===== config.mk =====
export PLATFORM = sky130hd
export DESIGN_NAME = tamagotchi_event_hub
export DESIGN_NICKNAME = d
export VERILOG_FILES = /design/src/rtl/tamagotchi_event_hub.sv
export SDC_FILE = /design/constraint.sdc
export NUM_CORES = 1
export LEC_CHECK = 0
export BUFFER_PORTS_ARGS = -buffer_cell sky130_fd_sc_hd__buf_2
export CORE_MARGIN = 10
export CORE_UTILIZATION = 55
export DETAILED_ROUTE_END_ITERATION = 7
export GPL_TIMING_DRIVEN = 0
export PLACE_DENSITY = 0.7
export SLEW_MARGIN = 20
export SYNTH_ARGS = -nofsm -noshare
export SYNTH_HDL_FRONTEND = slang
export SYNTH_SLANG_ARGS = --single-unit

===== constraint.sdc =====
create_clock -name clk -period 2.4 [get_ports clk]
set_input_delay 0.24 -clock clk [delete_from_list [all_inputs] [get_ports clk]]
set_output_delay 0.24 -clock clk [all_outputs]
set_load 0.1 [all_outputs]

===== src/rtl/tamagotchi_event_hub.sv =====
// tamagotchi_event_hub: synchronises and debounces NUM_CH raw stimuli, qualifies
// each channel as a press (rising edge) or sustained-level source, and queues the
// resulting channel events in a show-ahead FIFO drained via valid/ready.
// Optional build macro TAMAGOTCHI_EVENT_HUB_TIMESTAMP_EN adds a prescaled tick
// counter whose value is stored with every event and presented on ev_time.
module tamagotchi_event_hub #(
  parameter int unsigned       NUM_CH          = 6,
  parameter int unsigned       DEBOUNCE_CYCLES = 250000,
  parameter logic [NUM_CH-1:0] LEVEL_MASK      = NUM_CH'(6'b110000),
  parameter int unsigned       HOLD_CYCLES     = 2500000,
  parameter int unsigned       FIFO_DEPTH      = 8
) (
  input  logic                          clk,
  input  logic                          rst,
  input  logic [NUM_CH-1:0]             raw_in,
  input  logic                          ev_ready,
  input  logic                          ovf_clr,
  output logic                          ev_valid,
  output logic [$clog2(NUM_CH)-1:0]     ev_ch,
  output logic [NUM_CH-1:0]             deb_state,
  output logic [$clog2(FIFO_DEPTH):0]   fifo_count,
`ifdef TAMAGOTCHI_EVENT_HUB_TIMESTAMP_EN
  output logic [15:0]                   ev_time,
`endif
  output logic                          ovf
);

  localparam int unsigned CH_W   = $clog2(NUM_CH);
  localparam int unsigned PTR_W  = $clog2(FIFO_DEPTH);
  localparam int unsigned CNT_W  = PTR_W + 1;
  localparam int unsigned DEB_W  = $clog2(DEBOUNCE_CYCLES + 1);
  localparam int unsigned HOLD_W = $clog2(HOLD_CYCLES + 1);

  logic [NUM_CH-1:0] sync1_q, sync2_q;
  logic [NUM_CH-1:0] deb_q, deb_d, deb_prev_q;
  logic [NUM_CH-1:0] fired_q, fired_d;
  logic [NUM_CH-1:0] pend_q, pend_d;
  logic [NUM_CH-1:0] qual_c, gnt_oh_c;
  logic [DEB_W-1:0]  deb_cnt_q  [NUM_CH];
  logic [DEB_W-1:0]  deb_cnt_d  [NUM_CH];
  logic [HOLD_W-1:0] hold_cnt_q [NUM_CH];
  logic [HOLD_W-1:0] hold_cnt_d [NUM_CH];
  logic [CH_W-1:0]   mem_q [FIFO_DEPTH];
  logic [CH_W-1:0]   mem_d [FIFO_DEPTH];
  logic [PTR_W-1:0]  wr_ptr_q, wr_ptr_d, rd_ptr_q, rd_ptr_d;
  logic [CNT_W-1:0]  count_q, count_d;
  logic              ovf_q, ovf_d;
  logic              pop_c, push_c, full_c, ovf_set_c;
  logic [CH_W-1:0]   gnt_idx_c;

  // Debounce and per-channel event qualification.
  always_comb begin
    deb_d   = deb_q;
    fired_d = fired_q;
    qual_c  = '0;
    for (int i = 0; i < NUM_CH; i++) begin
      deb_cnt_d[i]  = '0;
      hold_cnt_d[i] = hold_cnt_q[i];
      if (sync2_q[i] != deb_q[i]) begin
        if (deb_cnt_q[i] == DEB_W'(DEBOUNCE_CYCLES - 1)) deb_d[i] = ~deb_q[i];
        else deb_cnt_d[i] = deb_cnt_q[i] + DEB_W'(1);
      end
      if (LEVEL_MASK[i]) begin
        if (!deb_q[i]) begin
          hold_cnt_d[i] = '0;
          fired_d[i]    = 1'b0;
        end else if (!fired_q[i]) begin
          if (hold_cnt_q[i] == HOLD_W'(HOLD_CYCLES)) begin
            qual_c[i]  = 1'b1;
            fired_d[i] = 1'b1;
          end else begin
            hold_cnt_d[i] = hold_cnt_q[i] + HOLD_W'(1);
          end
        end
      end else begin
        qual_c[i] = deb_q[i] & ~deb_prev_q[i];
      end
    end
  end

  // Lowest-index arbitration of pending events into the FIFO, plus overflow tracking.
  always_comb begin
    pop_c     = ev_valid && ev_ready;
    full_c    = (count_q == CNT_W'(FIFO_DEPTH));
    push_c    = 1'b0;
    gnt_idx_c = '0;
    gnt_oh_c  = '0;
    if (!full_c || pop_c) begin
      for (int i = NUM_CH - 1; i >= 0; i--) begin
        if (pend_q[i]) begin
          push_c      = 1'b1;
          gnt_idx_c   = CH_W'(i);
          gnt_oh_c    = '0;
          gnt_oh_c[i] = 1'b1;
        end
      end
    end
    // A new event on a channel whose previous one is leaving this cycle is not lost.
    ovf_set_c = |(qual_c & pend_q & ~gnt_oh_c);
    pend_d    = (pend_q & ~gnt_oh_c) | qual_c;
    ovf_d     = ovf_q;
    if (ovf_clr)   ovf_d = 1'b0;
    if (ovf_set_c) ovf_d = 1'b1;

    mem_d    = mem_q;
    wr_ptr_d = wr_ptr_q;
    rd_ptr_d = rd_ptr_q;
    count_d  = count_q;
    if (push_c) begin
      mem_d[wr_ptr_q] = gnt_idx_c;
      wr_ptr_d        = wr_ptr_q + PTR_W'(1);
    end
    if (pop_c) rd_ptr_d = rd_ptr_q + PTR_W'(1);
    if (push_c && !pop_c) count_d = count_q + CNT_W'(1);
    else if (!push_c && pop_c) count_d = count_q - CNT_W'(1);
  end

  // State registers.
  always_ff @(posedge clk or negedge rst) begin
    if (!rst) begin
      sync1_q    <= '0;
      sync2_q    <= '0;
      deb_q      <= '0;
      deb_prev_q <= '0;
      fired_q    <= '0;
      pend_q     <= '0;
      wr_ptr_q   <= '0;
      rd_ptr_q   <= '0;
      count_q    <= '0;
      ovf_q      <= 1'b0;
      for (int i = 0; i < NUM_CH; i++) begin
        deb_cnt_q[i]  <= '0;
        hold_cnt_q[i] <= '0;
      end
      for (int j = 0; j < FIFO_DEPTH; j++) mem_q[j] <= '0;
    end else begin
      sync1_q    <= raw_in;
      sync2_q    <= sync1_q;
      deb_q      <= deb_d;
      deb_prev_q <= deb_q;
      fired_q    <= fired_d;
      pend_q     <= pend_d;
      wr_ptr_q   <= wr_ptr_d;
      rd_ptr_q   <= rd_ptr_d;
      count_q    <= count_d;
      ovf_q      <= ovf_d;
      deb_cnt_q  <= deb_cnt_d;
      hold_cnt_q <= hold_cnt_d;
      mem_q      <= mem_d;
    end
  end

`ifdef TAMAGOTCHI_EVENT_HUB_TIMESTAMP_EN
  logic [DEB_W-1:0] pre_q, pre_d;
  logic [15:0]      ts_q, ts_d;
  logic [15:0]      ts_mem_q [FIFO_DEPTH];
  logic [15:0]      ts_mem_d [FIFO_DEPTH];

  // Prescaled tick counter and per-entry timestamp capture.
  always_comb begin
    pre_d    = pre_q + DEB_W'(1);
    ts_d     = ts_q;
    ts_mem_d = ts_mem_q;
    if (pre_q == DEB_W'(DEBOUNCE_CYCLES - 1)) begin
      pre_d = '0;
      ts_d  = ts_q + 16'(1);
    end
    if (push_c) ts_mem_d[wr_ptr_q] = ts_q;
  end

  // Timestamp registers.
  always_ff @(posedge clk or negedge rst) begin
    if (!rst) begin
      pre_q <= '0;
      ts_q  <= '0;
      for (int j = 0; j < FIFO_DEPTH; j++) ts_mem_q[j] <= '0;
    end else begin
      pre_q    <= pre_d;
      ts_q     <= ts_d;
      ts_mem_q <= ts_mem_d;
    end
  end

  assign ev_time = ts_mem_q[rd_ptr_q];
`endif

  assign ev_valid   = (count_q != '0);
  assign ev_ch      = mem_q[rd_ptr_q];
  assign deb_state  = deb_q;
  assign fifo_count = count_q;
  assign ovf        = ovf_q;

endmodule


==> summary.md <==
| Metric | Value |
|---|---|
| Die area | `~0.025 mm2` |
| DR DRC count | `0` |
| CTS sink count | `217` |
| Peak fanout along the critical path | `3` |
| RSZ-0062 raised after global routing | `true` |
| 1st-pass router iterations | `4` |
| DRT Wirelength | `19000 um` |
| Fmax | `between 400 and 500 MHz` |
| Setup WS pre-CTS | `-0.0733 ns` |
| Placed insts | `~1.3k` |
| Total congestion overflow | `0` |
| Slew Limit Fails | `0` |
| Worst path max stage delay | `0.47 ns` |
| Met2 WL post-DR | `around 9000 um` |
| Max Cap Viol | `0` |
| CP Cell Sequence | `or3_1 > buf_6 > or2_4 > nand2_4 > ha_4 > inv_4 > ha_4 > a21o_1 > a21oi_2 > xnor2_1 > nor2_1 > xor2_1` |
| Area delta synth->final | `14.5%` |
| Dpl cell area | `approximately 0.011 mm2` |
| Largest net degree at the start of global routing | `just over 100` |
| Met3 Wirelength | `between 500 and 600 um` |
| Final setup vio count | `0` |
| Hpwl dp | `between 10000 and 15000 um` |
| CTS tree | `yes` |
| Fillers | `between 1.5k and 2k` |
| Crit path capture type | `flip-flop` |
| Most frequent CP cell | `ha_4` |
| Status | `complete, no violations` |
| Most common flop cell mapped by yosys | `dfrtp_1` |
| Clock Tree Buf Depth | `3` |
| Final worst path period need | `roughly 2.4 ns` |
| Drt wl/cell | `between 10 and 15 um` |
| Net switching power of the design | `~2.7 mW` |
| Worst slew margin | `between 50 and 60%` |
| Metal1 wirelength | `~9300 um` |
| Syn nets | `1023` |
| Reg area | `between 0.005 and 0.006 mm2` |
| Most area-hungry cell type in the Yosys netlist | `dfrtp_1` |
| Synth Instances | `approximately 1000` |
| Clock skew | `~0.016 ns` |
| Detail Route Antenna Nets | `0` |
| DR vias/cell | `5.43` |
| Power Dens Cells | `between 800 and 900 mW/mm2` |
| Initial antenna violation count | `0` |
| Total CTS buffers | `24` |
| Number of synthesized flops with an enable pin | `0` |
| Fin cells | `between 1k and 1.5k` |
| First-pass GRT wire length | `about 34000 um` |
| Crit. Startpoint | `fifo_count[1]` |
| Layout cells sized above 1 | `about 14%` |
| Synthesized area | `0.0105 mm2` |
| Critical path's slowest cell | `dfrtp_4` |
| Worst-margin pin slew | `between 0.6 and 0.7 ns` |
| # diodes | `0` |
| Net Sw Frac | `28.0%` |
| Worst R2R Setup Slack | `between 0.0008 and 0.0009 ns` |
| Final non-filler cell area | `~0.012 mm2` |
| FF+latch count, synth | `approximately 220` |
| Largest cells by area after synthesis | `dfrtp_1 (52%), xnor2_1 (6.2%), nor2_1 (5.4%), xor2_1 (4.9%), mux2_2 (3.2%)` |
| Asr flop ratio synth | `100%` |
| Crit Path Class | `flip-flop to flip-flop` |
| Setup WS post-layout | `0.000850 ns` |
| Maximum vdd drop | `~600 uV` |
| Vias in the first global route | `between 7k and 8k` |
| Layout Nets | `about 1.1k` |
| Clock group share of total power | `39.7%` |
| Sequential fraction of the synthesis area | `a little over 50%` |
| Syn Area/Cell | `~11 um2` |
| Core region area | `0.0187 mm2` |
| Clock transition at path regs | `about 0.06 ns` |
| Final cycle utilization of the critical path | `between 90% and 100%` |
| Die height | `around 160 um` |
| Required @ worst endpoint | `2.80 ns` |
| Htree depth | `1` |
| Share of the synthesized area in the top cell type | `between 50% and 60%` |
| Initial Util | `roughly 56%` |
| Finished Core Util | `roughly 64%` |
| Synth cell types | `56` |
| DR iter-0 viols | `around 360` |
| Core Rows | `50` |
| CP startpoint kind | `flip-flop` |
| Hold Crit Start | `ev_ready` |
| Comb power frac | `between 10% and 20%` |
| Top sig layer | `met4` |
| Clock root buffer | `clkbuf_16` |
| Hold slack | `between 0.1 and 0.15 ns` |
| Placer congestion estimate | `0.814` |
| Pint | `6.96 mW` |
| Area occupied by multi-input gates | `just under 0.005 mm2` |
| Vias | `7118` |
| Register share of total power | `a little over two fifths` |
| Final hold vios | `0` |
| Path type of the worst min-delay path | `primary input to flip-flop` |
| Port Buffer Count | `24` |
| WP data arrival | `approximately 2.8 ns` |
| Gr usage total | `between 15 and 20%` |
| I/O pins | `25` |
| DIE WIDTH | `158 um` |
| RR Startpoint | `fifo_count[1]` |
| Yosys warning count | `0` |
| P_leak | `around 5.2 nW` |
| Later-pin clock latency in the skew report | `around 0.51 ns` |
-- registers in the layout, summed over array words and instances (netlist names), 6 cells and up --
| name | cells |
|---|---|
| sync1_q | 6 |
| deb_cnt_q | 108 |
| hold_cnt_q | 44 |
| pend_q | 6 |
| sync2_q | 6 |
| deb_state | 6 |
| mem_q | 24 |
-- through the flow --
stage | TNS (ns) | power (mW)
after global placement | -570.49 | 5.74
after CTS | -0.0141 | 9.78
final | 0 | 9.67
after floorplan | -0.733 | 5.44
after global routing | -0.107 | 10.1
after detailed placement | -0.0733 | 5.78
-- layout by cell type (no fill, tap or decap), drive strengths merged, types with 15 or more instances in the layout --
cell type,count
mux2,33
buf,44
dfrtp,217
xor2,59
nand2,70
nand3,57
nor3,16
xnor2,74
o21ai,23
ha,15
and4,17
nor4,18
nand4,38
inv,26
nor2,150
clkbuf,45
and2,25
and3,26
-- final timing paths --
path                                  to  cells past startpoint
min reg2reg                   sync2_q[0]                      0
max reg2reg                fifo_count[3]                     12
max                        fifo_count[3]                     12
min in group asynchronous  deb_cnt_q[83]                      2
max in group asynchronous  deb_cnt_q[14]                      3
min                          rd_ptr_q[2]                      3
-- cell families (layout without fill, tap and decap cells) --
kind of cell	Yosys count	after routing	synth area share (%)
adder cells (fa/ha/maj)	16	16	1.98
buffers and inverters	53	134	2.13
multiplexers	47	47	5.71
XOR/XNOR	133	133	11.1
AND/OR/NAND/NOR	481	481	24.1
AO/OA/AOI/OAI	50	50	3.11
flip-flops	217	217	51.8
-- what timing repair did --
item,4_1_cts,5_1_grt
hold endpoints to repair,54,0
resized for setup,6,3
setup buffers,5,0
hold buffers,7,0
pin swaps,2,1
endpoints found under the setup margin,4,4
-- cell usage after synthesis (all sizes together) (15+ instances only) --
master,count
and4,17
xor2,59
nand4,38
xnor2,74
o21ai,23
ha,15
nor4,18
nor2,150
nand2,70
and3,26
inv,26
and2,25
dfrtp,217
nand3,57
nor3,16
mux2,33
-- critical path: cells and delay by family (launching register included) --
family / cells / cell delay, ns
xor+xnor: 2 / 0.25
simple gates: 4 / 0.76
flops: 1 / 0.47
compound gates: 2 / 0.27
fa+ha+maj: 2 / 0.34
buf+inv: 2 / 0.19
-- per-layer routing --
layer,vias to the layer above,GRT usage [%]
met2,69,26.7
met5,-,0
met1,3454,21.7
met4,0,3.71
met3,25,2.63
li1,3570,-
-- cell type report --
cell class              count  area share [%]
plain buffers              26            1.13
clock buffers              32            5.94
clock inverters            12            1.17
inverters                  26           0.835
multi-input cells         727            40.5
flip-flops and latches    217            45.4
well taps                 234            2.44
repair buffers             38            2.60
-- power groups by stage --
stage	Combinational [mW]	Clock (mW)	Sequential, mW
detailed placement	1.61	0	4.17
floorplan	1.07	0	4.37
global placement	1.58	0	4.16
finish	1.72	3.84	4.11
global route	1.85	4.09	4.14
CTS	1.73	3.96	4.09
No activity file was read; power rests on OpenSTA's default activity.
